File: src/rtl/laser_pkg.sv
// Shared sizing constants and FSM state type for the laser cover scorer.
package laser_pkg;

   localparam int unsigned NPTS  = 40;  // points per data set
   localparam int unsigned CW    = 4;   // coordinate width, grid 0..15
   localparam int unsigned RSQ   = 16;  // squared radius, inclusive
   localparam int unsigned CNT_W = 6;   // hit counter width (max value 40)

   typedef enum logic [1:0] {
      IDLE,
      SCORE,
      HOLD
   } state_e;

endpackage

File: src/rtl/laser_cover_scorer_if.sv
// Load stream, centre snoop and result handshake bundled for the scorer.
interface laser_cover_scorer_if;
   import laser_pkg::*;

   logic             in_valid;
   logic [CW-1:0]    x;
   logic [CW-1:0]    y;
   logic             done;
   logic [CW-1:0]    c1x;
   logic [CW-1:0]    c1y;
   logic [CW-1:0]    c2x;
   logic [CW-1:0]    c2y;
   logic             res_valid;
   logic             res_ready;
   logic [CNT_W-1:0] cov_c1;
   logic [CNT_W-1:0] cov_c2;
   logic [CNT_W-1:0] cov_both;
   logic [CNT_W-1:0] cov_total;
   logic             err;

   // Producer / consumer side (engine plus result sink)
   modport master (
      output in_valid, x, y, done, c1x, c1y, c2x, c2y, res_ready,
      input  res_valid, cov_c1, cov_c2, cov_both, cov_total, err
   );

   // Scorer side
   modport slave (
      input  in_valid, x, y, done, c1x, c1y, c2x, c2y, res_ready,
      output res_valid, cov_c1, cov_c2, cov_both, cov_total, err
   );

endinterface

File: src/rtl/circle_hit.sv
// Combinational point-in-circle test: hit when dx*dx + dy*dy <= RSQ.
module circle_hit
   import laser_pkg::*;
(
   input  logic [CW-1:0] px,
   input  logic [CW-1:0] py,
   input  logic [CW-1:0] cx,
   input  logic [CW-1:0] cy,
   output logic          hit
);

   localparam logic [2*CW:0] RSQ_W = (2*CW+1)'(RSQ);

   logic [CW-1:0]   dx;
   logic [CW-1:0]   dy;
   logic [2*CW-1:0] sq_x;
   logic [2*CW-1:0] sq_y;
   logic [2*CW:0]   dist_sq;

   // Unsigned abs difference, full-width squares and sum so nothing truncates
   always_comb begin
      dx      = (px >= cx) ? (px - cx) : (cx - px);
      dy      = (py >= cy) ? (py - cy) : (cy - py);
      sq_x    = {{CW{1'b0}}, dx} * {{CW{1'b0}}, dx};
      sq_y    = {{CW{1'b0}}, dy} * {{CW{1'b0}}, dy};
      dist_sq = {1'b0, sq_x} + {1'b0, sq_y};
      hit     = (dist_sq <= RSQ_W);
   end

endmodule

File: src/rtl/laser_cover_scorer.sv
// Snoops the point stream into ping-pong banks and, on DONE, re-scores the
// completed bank against both circles while the next set keeps loading.
module laser_cover_scorer
   import laser_pkg::*;
(
   input logic                 clk,
   input logic                 rst_n,
   laser_cover_scorer_if.slave bus
);

   localparam logic [CNT_W-1:0] LAST_IDX = CNT_W'(NPTS - 1);

   state_e           state_q, state_d;
   logic [2*CW-1:0]  bank_q [2][NPTS];
   logic [1:0]       full_q, full_d;
   logic             wr_bank_q;
   logic             last_fill_q;
   logic             rd_bank_q;
   logic [CNT_W-1:0] wr_cnt_q;
   logic [CNT_W-1:0] idx_q;
   logic [CW-1:0]    c1x_q, c1y_q, c2x_q, c2y_q;
   logic [CNT_W-1:0] cnt_c1_q, cnt_c2_q, cnt_both_q, cnt_total_q;
   logic             err_q;

   logic             fill_now;
   logic             any_full;
   logic             sel_bank;
   logic             start;
   logic             score_last;
   logic             wr_conflict;
   logic             done_err;
   logic [CW-1:0]    px, py;
   logic             hit1, hit2;

   // Event decode; a bank completing this cycle already counts as full for DONE
   always_comb begin
      fill_now    = bus.in_valid && (wr_cnt_q == LAST_IDX);
      any_full    = (|full_q) || fill_now;
      if (fill_now) begin
         sel_bank = wr_bank_q;
      end else if (full_q[last_fill_q]) begin
         sel_bank = last_fill_q;
      end else begin
         sel_bank = ~last_fill_q;
      end
      start       = (state_q == IDLE) && bus.done && any_full;
      score_last  = (state_q == SCORE) && (idx_q == LAST_IDX);
      wr_conflict = bus.in_valid && full_q[wr_bank_q];
      done_err    = bus.done && ((state_q != IDLE) || !any_full);
      {px, py}    = bank_q[rd_bank_q][idx_q];
   end

   circle_hit u_hit_c1 (
      .px  (px),
      .py  (py),
      .cx  (c1x_q),
      .cy  (c1y_q),
      .hit (hit1)
   );

   circle_hit u_hit_c2 (
      .px  (px),
      .py  (py),
      .cx  (c2x_q),
      .cy  (c2y_q),
      .hit (hit2)
   );

   // Full flags: a fill sets its bank, end of scoring releases the scored bank
   always_comb begin
      full_d = full_q;
      if (score_last) full_d[rd_bank_q] = 1'b0;
      if (fill_now)   full_d[wr_bank_q] = 1'b1;
   end

   // Load side: write every valid point, even into a still-full bank
   always_ff @(posedge clk or negedge rst_n) begin
      if (!rst_n) begin
         for (int b = 0; b < 2; b++) begin
            for (int i = 0; i < NPTS; i++) begin
               bank_q[b][i] <= '0;
            end
         end
         full_q      <= '0;
         wr_bank_q   <= 1'b0;
         last_fill_q <= 1'b0;
         wr_cnt_q    <= '0;
      end else begin
         full_q <= full_d;
         if (bus.in_valid) begin
            bank_q[wr_bank_q][wr_cnt_q] <= {bus.x, bus.y};
            if (fill_now) begin
               wr_cnt_q    <= '0;
               wr_bank_q   <= ~wr_bank_q;
               last_fill_q <= wr_bank_q;
            end else begin
               wr_cnt_q <= wr_cnt_q + 1'b1;
            end
         end
      end
   end

   // Scoring datapath: latch centres on start, accumulate one point per cycle
   always_ff @(posedge clk or negedge rst_n) begin
      if (!rst_n) begin
         rd_bank_q   <= 1'b0;
         idx_q       <= '0;
         c1x_q       <= '0;
         c1y_q       <= '0;
         c2x_q       <= '0;
         c2y_q       <= '0;
         cnt_c1_q    <= '0;
         cnt_c2_q    <= '0;
         cnt_both_q  <= '0;
         cnt_total_q <= '0;
      end else if (start) begin
         rd_bank_q   <= sel_bank;
         idx_q       <= '0;
         c1x_q       <= bus.c1x;
         c1y_q       <= bus.c1y;
         c2x_q       <= bus.c2x;
         c2y_q       <= bus.c2y;
         cnt_c1_q    <= '0;
         cnt_c2_q    <= '0;
         cnt_both_q  <= '0;
         cnt_total_q <= '0;
      end else if (state_q == SCORE) begin
         idx_q       <= score_last ? '0 : idx_q + 1'b1;
         cnt_c1_q    <= cnt_c1_q + CNT_W'(hit1);
         cnt_c2_q    <= cnt_c2_q + CNT_W'(hit2);
         cnt_both_q  <= cnt_both_q + CNT_W'(hit1 & hit2);
         cnt_total_q <= cnt_total_q + CNT_W'(hit1 | hit2);
      end
   end

   // Sticky protocol error, cleared only by reset
   always_ff @(posedge clk or negedge rst_n) begin
      if (!rst_n) begin
         err_q <= 1'b0;
      end else begin
         err_q <= err_q | wr_conflict | done_err;
      end
   end

   // FSM state register
   always_ff @(posedge clk or negedge rst_n) begin
      if (!rst_n) begin
         state_q <= IDLE;
      end else begin
         state_q <= state_d;
      end
   end

   // FSM next state; DONE outside IDLE is ignored here and flagged via err
   always_comb begin
      state_d = state_q;
      unique case (state_q)
         IDLE:    if (start) state_d = SCORE;
         SCORE:   if (score_last) state_d = HOLD;
         HOLD:    if (bus.res_ready) state_d = IDLE;
         default: state_d = IDLE;
      endcase
   end

   // FSM outputs: result is valid only while holding a finished score
   always_comb begin
      bus.res_valid = (state_q == HOLD);
      bus.cov_c1    = cnt_c1_q;
      bus.cov_c2    = cnt_c2_q;
      bus.cov_both  = cnt_both_q;
      bus.cov_total = cnt_total_q;
      bus.err       = err_q;
   end

endmodule

File: src/flat_wrapper.sv
// flat-port wrapper written by rule: the top's interface ports become plain ports
module laser_cover_scorer_flat import laser_pkg::*;
  (clk, rst_n, bus_in_valid, bus_x, bus_y, bus_done, bus_c1x, bus_c1y, bus_c2x, bus_c2y, bus_res_ready, bus_res_valid, bus_cov_c1, bus_cov_c2, bus_cov_both, bus_cov_total, bus_err);
  laser_cover_scorer_if bus_i ();
  input logic clk;
  input logic rst_n;
  input wire logic [$bits(bus_i.in_valid)-1:0] bus_in_valid;
  input wire logic [$bits(bus_i.x)-1:0] bus_x;
  input wire logic [$bits(bus_i.y)-1:0] bus_y;
  input wire logic [$bits(bus_i.done)-1:0] bus_done;
  input wire logic [$bits(bus_i.c1x)-1:0] bus_c1x;
  input wire logic [$bits(bus_i.c1y)-1:0] bus_c1y;
  input wire logic [$bits(bus_i.c2x)-1:0] bus_c2x;
  input wire logic [$bits(bus_i.c2y)-1:0] bus_c2y;
  input wire logic [$bits(bus_i.res_ready)-1:0] bus_res_ready;
  output wire logic [$bits(bus_i.res_valid)-1:0] bus_res_valid;
  output wire logic [$bits(bus_i.cov_c1)-1:0] bus_cov_c1;
  output wire logic [$bits(bus_i.cov_c2)-1:0] bus_cov_c2;
  output wire logic [$bits(bus_i.cov_both)-1:0] bus_cov_both;
  output wire logic [$bits(bus_i.cov_total)-1:0] bus_cov_total;
  output wire logic [$bits(bus_i.err)-1:0] bus_err;
  assign bus_i.in_valid = bus_in_valid;
  assign bus_i.x = bus_x;
  assign bus_i.y = bus_y;
  assign bus_i.done = bus_done;
  assign bus_i.c1x = bus_c1x;
  assign bus_i.c1y = bus_c1y;
  assign bus_i.c2x = bus_c2x;
  assign bus_i.c2y = bus_c2y;
  assign bus_i.res_ready = bus_res_ready;
  assign bus_res_valid = bus_i.res_valid;
  assign bus_cov_c1 = bus_i.cov_c1;
  assign bus_cov_c2 = bus_i.cov_c2;
  assign bus_cov_both = bus_i.cov_both;
  assign bus_cov_total = bus_i.cov_total;
  assign bus_err = bus_i.err;
  laser_cover_scorer u_core (.clk(clk), .rst_n(rst_n), .bus(bus_i));
endmodule
File: config.mk
export PLATFORM = sky130hd
export DESIGN_NAME = laser_cover_scorer_flat
export DESIGN_NICKNAME = d
export VERILOG_FILES = /design/src/rtl/laser_pkg.sv /design/src/rtl/laser_cover_scorer_if.sv /design/src/rtl/circle_hit.sv /design/src/rtl/laser_cover_scorer.sv /design/src/flat_wrapper.sv
export SDC_FILE = /design/constraint.sdc
export NUM_CORES = 1
export LEC_CHECK = 0
export BUFFER_PORTS_ARGS = -buffer_cell sky130_fd_sc_hd__buf_2
export CAP_MARGIN = 20
export CELL_PAD_IN_SITES_DETAIL_PLACEMENT = 1
export CELL_PAD_IN_SITES_GLOBAL_PLACEMENT = 2
export CORE_UTILIZATION = 40
export CTS_BUF_LIST = sky130_fd_sc_hd__clkbuf_8
export DETAILED_ROUTE_END_ITERATION = 8
export PLACE_DENSITY_LB_ADDON = 0.1
export SETUP_SLACK_MARGIN = 0.5
export SLEW_MARGIN = 40
export SYNTH_ARGS = -nofsm -noshare
export SYNTH_HDL_FRONTEND = slang
export SYNTH_SLANG_ARGS = --single-unit
File: constraint.sdc
create_clock -name clk -period 7.8 [get_ports clk]
set_clock_uncertainty 0.1 [all_clocks]
set_input_delay 0.39 -clock clk [delete_from_list [all_inputs] [get_ports clk]]
set_output_delay 0.39 -clock clk [all_outputs]
set_load 0.005 [all_outputs]
* After elaboration in Yosys (flattened, before gate mapping)
Cells that the tools add are included.
Storage, ports and cells: bits in registers 700, bits of input ports 29, output and inout port bits 26, logic and storage cells 215
Cells by class: $add $sub $neg 16, multipliers 4, $lt $le $gt $ge 17, equal/unequal tests 7, multiplexer cells 43, bitwise operators 13, reduce and logical (&&, ||, !) cells 19
Operators with widths (count):
- 2-to-1 mux 320 bit | 4
- bitwise mux 640 bit | 1
- demux 320 bit (select 1 bit) | 1
- 2-to-1 mux 6 bit | 12
- binary-select mux 8 bit (select 6 bit) | 1
- demux 8 bit (select 6 bit) | 1
- multiplier 4 x 4 -> 8 bit | 4
- subtractor 4 bit | 8
- 2-to-1 mux 8 bit | 3
- adder 8 x 8 -> 9 bit | 2
- less-or-equal comparator 9 x 5 -> 1 bit, second input constant | 2
- >= comparator 4 bit | 4
- 2-to-1 mux 4 bit | 4
- >= comparator 7 bit, second input constant | 2
- NOT 6 -> 7 bit | 2
- adder 6 x 1 -> 6 bit | 2
- adder 6 x 1 -> 6 bit, second input constant | 2
- adder 6 bit | 2
- equality test 6 bit, second input constant | 2
- logical AND 1 bit | 10
- 2-to-1 mux 2 bit | 5
- 2-to-1 mux 1 bit | 8
- less-than comparator 7 x 1 -> 1 bit, second input constant | 1
- less-than comparator 1 x 2 -> 1 bit, second input constant | 3
- other kinds (23) | 33

* Depth between registers and ports, before layout
depth after elaboration 16, depth in mapped cells 40, depth with buffers taken out 35

* Hierarchy
Synthesis repeated with hierarchy kept, for this count alone.
Second synthesis, totals: cells, all modules 2500, area, all modules 35053.6 um2
By module, submodules not included:
- laser_cover_scorer | times used 1, cells an instance 2178, area an instance 32416.1 um2, seq. area each 17516.8 um2
- circle_hit | times used 2, cells an instance 161, area an instance 1318.8 um2, seq. area each 0.0 um2

* Least setup slack after synthesis
OpenSTA, ideal clock, no wires.
path type reg-to-reg, from reg u_core.rd_bank_q, to reg u_core.cnt_both_q[5] (netlist: u_core.bus.cov_both[5]), library setup time 0.077 ns, arrival time 7.945 ns, data required time 7.623 ns, setup slack -0.322 ns, cell stages (with the launch flop) 33, path buffers 3, period minus slack after synthesis 8.122 ns, path through dfrtp_1 -> buf_6 -> buf_12 -> buf_4 -> mux4_2 -> mux2i_1 -> o21ai_0 -> a31o_2 -> a41oi_1 -> ha_1 -> inv_1 -> fa_1 -> a21o_1 -> a21o_1 -> a21oi_1 -> mux2i_1 -> xnor2_1 -> or2_2 -> fa_1 -> fa_1 -> fa_1 -> inv_1 -> fa_1 -> ha_1 -> inv_1 -> fa_1 -> a31oi_1 -> or4_1 -> nor2_1 -> ha_1 -> nand4_1 -> or3_1 -> a21oi_1
On the way: cells in the longest elaborated chain, start to end 16, elaborated cells between the ends (all ways) 35, classes of those cells 11 x add/sub; 4 x mul; 6 x order compare; 12 x mux; 2 x bitwise
Ends and longest elaborated chain:
- start: declaration | line laser_cover_scorer.sv:18 | logic rd_bank_q;
- start signal: assignment | line laser_cover_scorer.sv:117 | rd_bank_q <= sel_bank;
- NOT 1 -> 2 bit (implied by the code) * | line laser_cover_scorer.sv:50 | {px, py} = bank_q[rd_bank_q][idx_q];
- 2-to-1 mux 320 bit (implied by the code) * (3 in series) | line laser_cover_scorer.sv:50
- binary-select mux 8 bit (select 6 bit) * | line laser_cover_scorer.sv:50
- 2-to-1 mux 8 bit (implied by the code) * (2 in series) | line laser_cover_scorer.sv:50
- subtractor 4 bit, or another cell as far along | line circle_hit.sv:22 | dx = (px >= cx) ? (px - cx) : (cx - px);
- 2-to-1 mux 4 bit, on equally long branches | line circle_hit.sv:22, circle_hit.sv:23
- multiplier 4 x 4 -> 8 bit, on equally long branches | line circle_hit.sv:24, circle_hit.sv:25
- adder 8 x 8 -> 9 bit | line circle_hit.sv:26 | dist_sq = {1'b0, sq_x} + {1'b0, sq_y};
- less-or-equal comparator 9 x 5 -> 1 bit | line circle_hit.sv:27 | hit = (dist_sq <= RSQ_W);
- bitwise AND 1 bit * | line laser_cover_scorer.sv:131 | cnt_both_q <= cnt_both_q + CNT_W'(hit1 & hit2);
- adder 6 bit * | line laser_cover_scorer.sv:131
- 2-to-1 mux 6 bit * | line laser_cover_scorer.sv:127 | end else if (state_q == SCORE) begin
- 2-to-1 mux 6 bit * | line laser_cover_scorer.sv:116 | end else if (start) begin
- end signal: assignment | line laser_cover_scorer.sv:131
- end: declaration | line laser_cover_scorer.sv:22 | logic [CNT_W-1:0] cnt_c1_q, cnt_c2_q, cnt_both_q, cnt_total_q;
Mark *: on every way between the ends. The rest lies on a longest branch, timed or not. The select of a mux whose other input is x is not followed. A chain may end at the register's enable or synchronous reset.

* Worst setup path after layout
from reg u_core.rd_bank_q, to reg u_core.cnt_total_q[5] (netlist: u_core.bus.cov_total[5])
On the way: cells in the longest elaborated chain, start to end 16, elaborated cells between the ends (all ways) 35, classes of those cells 11 x add/sub; 4 x mul; 6 x order compare; 12 x mux; 2 x bitwise
Ends and longest elaborated chain:
- NOT 1 -> 2 bit (implied by the code) * | line laser_cover_scorer.sv:50
- 2-to-1 mux 320 bit (implied by the code) * (3 in series) | line laser_cover_scorer.sv:50
- binary-select mux 8 bit (select 6 bit) * | line laser_cover_scorer.sv:50
- 2-to-1 mux 8 bit (implied by the code) * (2 in series) | line laser_cover_scorer.sv:50
- subtractor 4 bit, or another cell as far along | line circle_hit.sv:22
- 2-to-1 mux 4 bit, on equally long branches | line circle_hit.sv:22, circle_hit.sv:23
- multiplier 4 x 4 -> 8 bit, on equally long branches | line circle_hit.sv:24, circle_hit.sv:25
- adder 8 x 8 -> 9 bit | line circle_hit.sv:26
- less-or-equal comparator 9 x 5 -> 1 bit | line circle_hit.sv:27
- OR 1 bit * | line laser_cover_scorer.sv:132 | cnt_total_q <= cnt_total_q + CNT_W'(hit1 | hit2);
- adder 6 bit * | line laser_cover_scorer.sv:132
- 2-to-1 mux 6 bit * | line laser_cover_scorer.sv:127
- 2-to-1 mux 6 bit * | line laser_cover_scorer.sv:116
- end signal: assignment | line laser_cover_scorer.sv:132
- end: declaration | line laser_cover_scorer.sv:22
Marked as above.

==> out/results.ini <==
[route]
postRouteAntennaNets = 0
vias = 21760
drtIter0Drc = 856
dr.pass1.iters = 4
drcViolationCount = 0
wl_per_cell_um = 24.2
routed_wl_um = 97000
viasPerCell = 5.44

[timing]
tightest_slew_ps = 872
finalSetupViolCount = 24
maxSlewHeadroom_pct = 41.7
fin_ws_ps = -431
fin_crit_sh_pct = 106
tns_ps = -6900
clock.fmax_mhz = 121
fin_crit_ps = 8230
rsz0062_at_grt = true
hold_violations = 0
slew_violations = 0

[global_route]
grt_util_met2_pct = 38.3
use_met3_pct = 3.58
antenna_found_initial = 1
grt-ovfl-total = 0
gr-usage-met1_pct = 31.7
grt_max_degree = 127
top_usage_layer = met2
grt_pass1_vias = 24582
grt_pass1_wl_um = 153000
grt_usage_pct = 23.3

[floorplanning]
die_h_um = 296
start_util_pct = 40.5
core_region_area_um2 = 85400
io_pins = 55
dieArea_um2 = 87600
dieWidth_um = 296
fp-row-count = 107

[worst_setup_path]
worstPathMaxFanout = 5
path_class = reg2reg
reg2reg_from = u_core.rd_bank_q$_DFFE_PN0P_
crit_end = u_core.bus.cov_total[5]$_DFFE_PN0P_
reg2regPathDepth = 29
cp_slowest_cell = mux4_1
cp_common_cell = fa_1
crit_path_start_kind = flop
required_ps = 8390
slowest_delay_ps = 550
reg2reg_slack_ps = -430
regToRegEndpoint = u_core.bus.cov_total[5]$_DFFE_PN0P_
critPathCaptureType = flop
cp.arrival_ps = 8820
crit_path_start = u_core.rd_bank_q$_DFFE_PN0P_

[place]
hpwl_um = 65600
dp_cells = 3724
io_buffers = 54
dp_slack_ps = -683
routabilityCongestion = 0.803
place_area_um2 = 37700

[min_path]
worstHoldPathType = in2reg
holdPathStages = 3

[synth]
synth_edf_count = 0
yosys_warnings = 0
synthArstFlopShare_pct = 100
ys.flop_type = dfrtp_1
syn_area_um2 = 34600
yosys_register_bits = 700
synth_cell_types = 69
syn_inst = 2461
ys_seq_area_share_pct = 50.7
synth_nets = 2592
syn_avg_cell_area_um2 = 14.0

[cells_and_area]
finish.net_count = 2908
fin_cells = 4003
design_area_um2 = 41300
syn2layout_area_growth_pct = 19.6
drive_above_1_share_pct = 50.1

[cts]
cts_tree = built
clock_latency_ps = 790
clockBufferDepth = 3
clockRootBuffer = clkbuf_8
clkSinkCount = 700
cts_buffers = 130
clk_pin_slew_worst_paths_ps = 60
h-tree-depth = 4

[run_status]
run_status = finished with violations
violations = negative setup slack

[run]
maxCapViolCount = 0

-- stage by stage --
step | hold slack [ps] | utilization (%)
floorplan | -5.59 | -
global placement | 368 | 44.0
detailed placement | 385 | 44.1
CTS | 120 | 48.0
global route | 193 | 48.4
finish | 232 | 48.4
-- logic make-up after synthesis --
kind of cell | count (synthesis) | synth area share (%)
AOI/OAI and AO/OA | 223 | 4.18
xor gates and xnor gates | 30 | 0.760
adders and majority gates | 102 | 4.35
buffers and inverters | 230 | 3.08
DFF | 700 | 50.7
muxes | 884 | 32.7
and+or+nand+nor | 292 | 4.28
-- registers in the layout (all words and copies together), names as in the netlist --
name and flops:
u_core.c1y_q 4, u_core.bus.err 1, u_core.c2y_q 4, u_core.c1x_q 4, u_core.last_fill_q 1, u_core.c2x_q 4
u_core.bus.cov_c2 6, u_core.bus.cov_c1 6, u_core.bank_q 640, u_core.wr_bank_q 1, u_core.full_q 2, u_core.idx_q 6
u_core.wr_cnt_q 6, u_core.state_q 2, u_core.rd_bank_q 1, u_core.bus.cov_total 6, u_core.bus.cov_both 6
-- cells in the final DEF, fill, tap and decap left out, types with 8 or more instances in the layout --
cell type        n
a211oi_1        20
a211oi_2        10
a21o_1          20
a21oi_1         39
a21oi_2         10
buf_12          25
buf_16           8
buf_2           53
buf_4          219
buf_6           15
clkbuf_8       164
dfrtp_1        696
dlygate4sd3_1   22
fa_1            24
ha_1            59
inv_1           93
inv_2            8
mux2_2         638
mux2i_1        106
mux4_2         123
nand2_1         92
nand2_2         23
nand4_1         14
nor2_1          53
nor2_2          40
nor2b_1         11
o21ai_0         45
o221ai_1        14
o22ai_1         17
xnor2_1          8
xor2_1          21
-- area by class of cell --
class | count | area, um2
antenna | 2 | 5.00
inverter | 67 | 251
clock buffer | 164 | 2260
multi-input combinational | 1531 | 16500
timing repair buffer | 347 | 3120
sequential | 700 | 17500
tap | 1144 | 1430
clock inverter | 48 | 239
fill | 8508 | 44100
-- cell usage after synthesis (all sizes together) (5+ instances only) --
| cell type | count | area share, % |
|---|---|---|
| ha | 72 | 2.6 |
| mux4 | 128 | 8.4 |
| or3 | 6 | 0.11 |
| xor2 | 22 | 0.56 |
| nor3b | 5 | 0.14 |
| o21ai | 53 | 0.77 |
| nor2 | 95 | 1.2 |
| inv | 67 | 0.73 |
| nor2b | 14 | 0.25 |
| nand4 | 15 | 0.29 |
| clkbuf | 95 | 1.0 |
| xnor2 | 8 | 0.20 |
| a21o | 20 | 0.43 |
| o221ai | 16 | 0.41 |
| a41oi | 5 | 0.13 |
| or2 | 7 | 0.13 |
| buf | 68 | 1.3 |
| nand2b | 8 | 0.14 |
| a21oi | 51 | 0.74 |
| a41o | 5 | 0.14 |
| a211oi | 30 | 0.65 |
| nand3b | 5 | 0.11 |
| a31o | 5 | 0.13 |
| mux2 | 642 | 21 |
| dfrtp | 700 | 51 |
| nand2 | 115 | 1.4 |
| nor3 | 5 | 0.13 |
| fa | 30 | 1.7 |
| mux2i | 114 | 3.3 |
| o22ai | 17 | 0.31 |
-- routing by layer --
layer	wire (um)	share of wire [%]	vias up
met3	2790	2.9	142
met5	0	0	-
met4	2000	2.1	0
li1	-	-	9630
met2	47800	49	287
met1	44400	46	11701
-- worst max-delay path, delay by kind of cell (launching register included) --
family                     cells  cell delay [ps]
AOI/OAI and AO/OA              7             1290
buffers and inverters          5              650
DFF                            1              510
adders and majority gates      8             3140
muxes                          3             1070
xor gates and xnor gates       1              110
and+or+nand+nor                5             1270
-- worst min path at each step --
stage                                   startpoint                             end
CTS                                          rst_n  u_core.bank_q[437]$_DFFE_PN0P_
global route                              bus_y[1]  u_core.bank_q[241]$_DFFE_PN0P_
global placement    u_core.bank_q[430]$_DFFE_PN0P_  u_core.bank_q[430]$_DFFE_PN0P_
detailed placement  u_core.bank_q[430]$_DFFE_PN0P_  u_core.bank_q[430]$_DFFE_PN0P_
floorplan                                    rst_n    u_core.bank_q[0]$_DFFE_PN0P_
finish                                    bus_y[1]  u_core.bank_q[241]$_DFFE_PN0P_
-- timing repair --
item | 4_1_cts | 5_1_grt
pin swaps | 22 | 9
buffers inserted | 22 | 15
gates resized for setup | 71 | 25
endpoints found under the setup margin | 24 | 24
hold buffers | 21 | 1
hold endpoints to repair | 123 | 28
gates cloned | 4 | 1
Power is not shown: default switching activity piles up to over one toggle a cycle in this logic, so the estimate is an artifact.
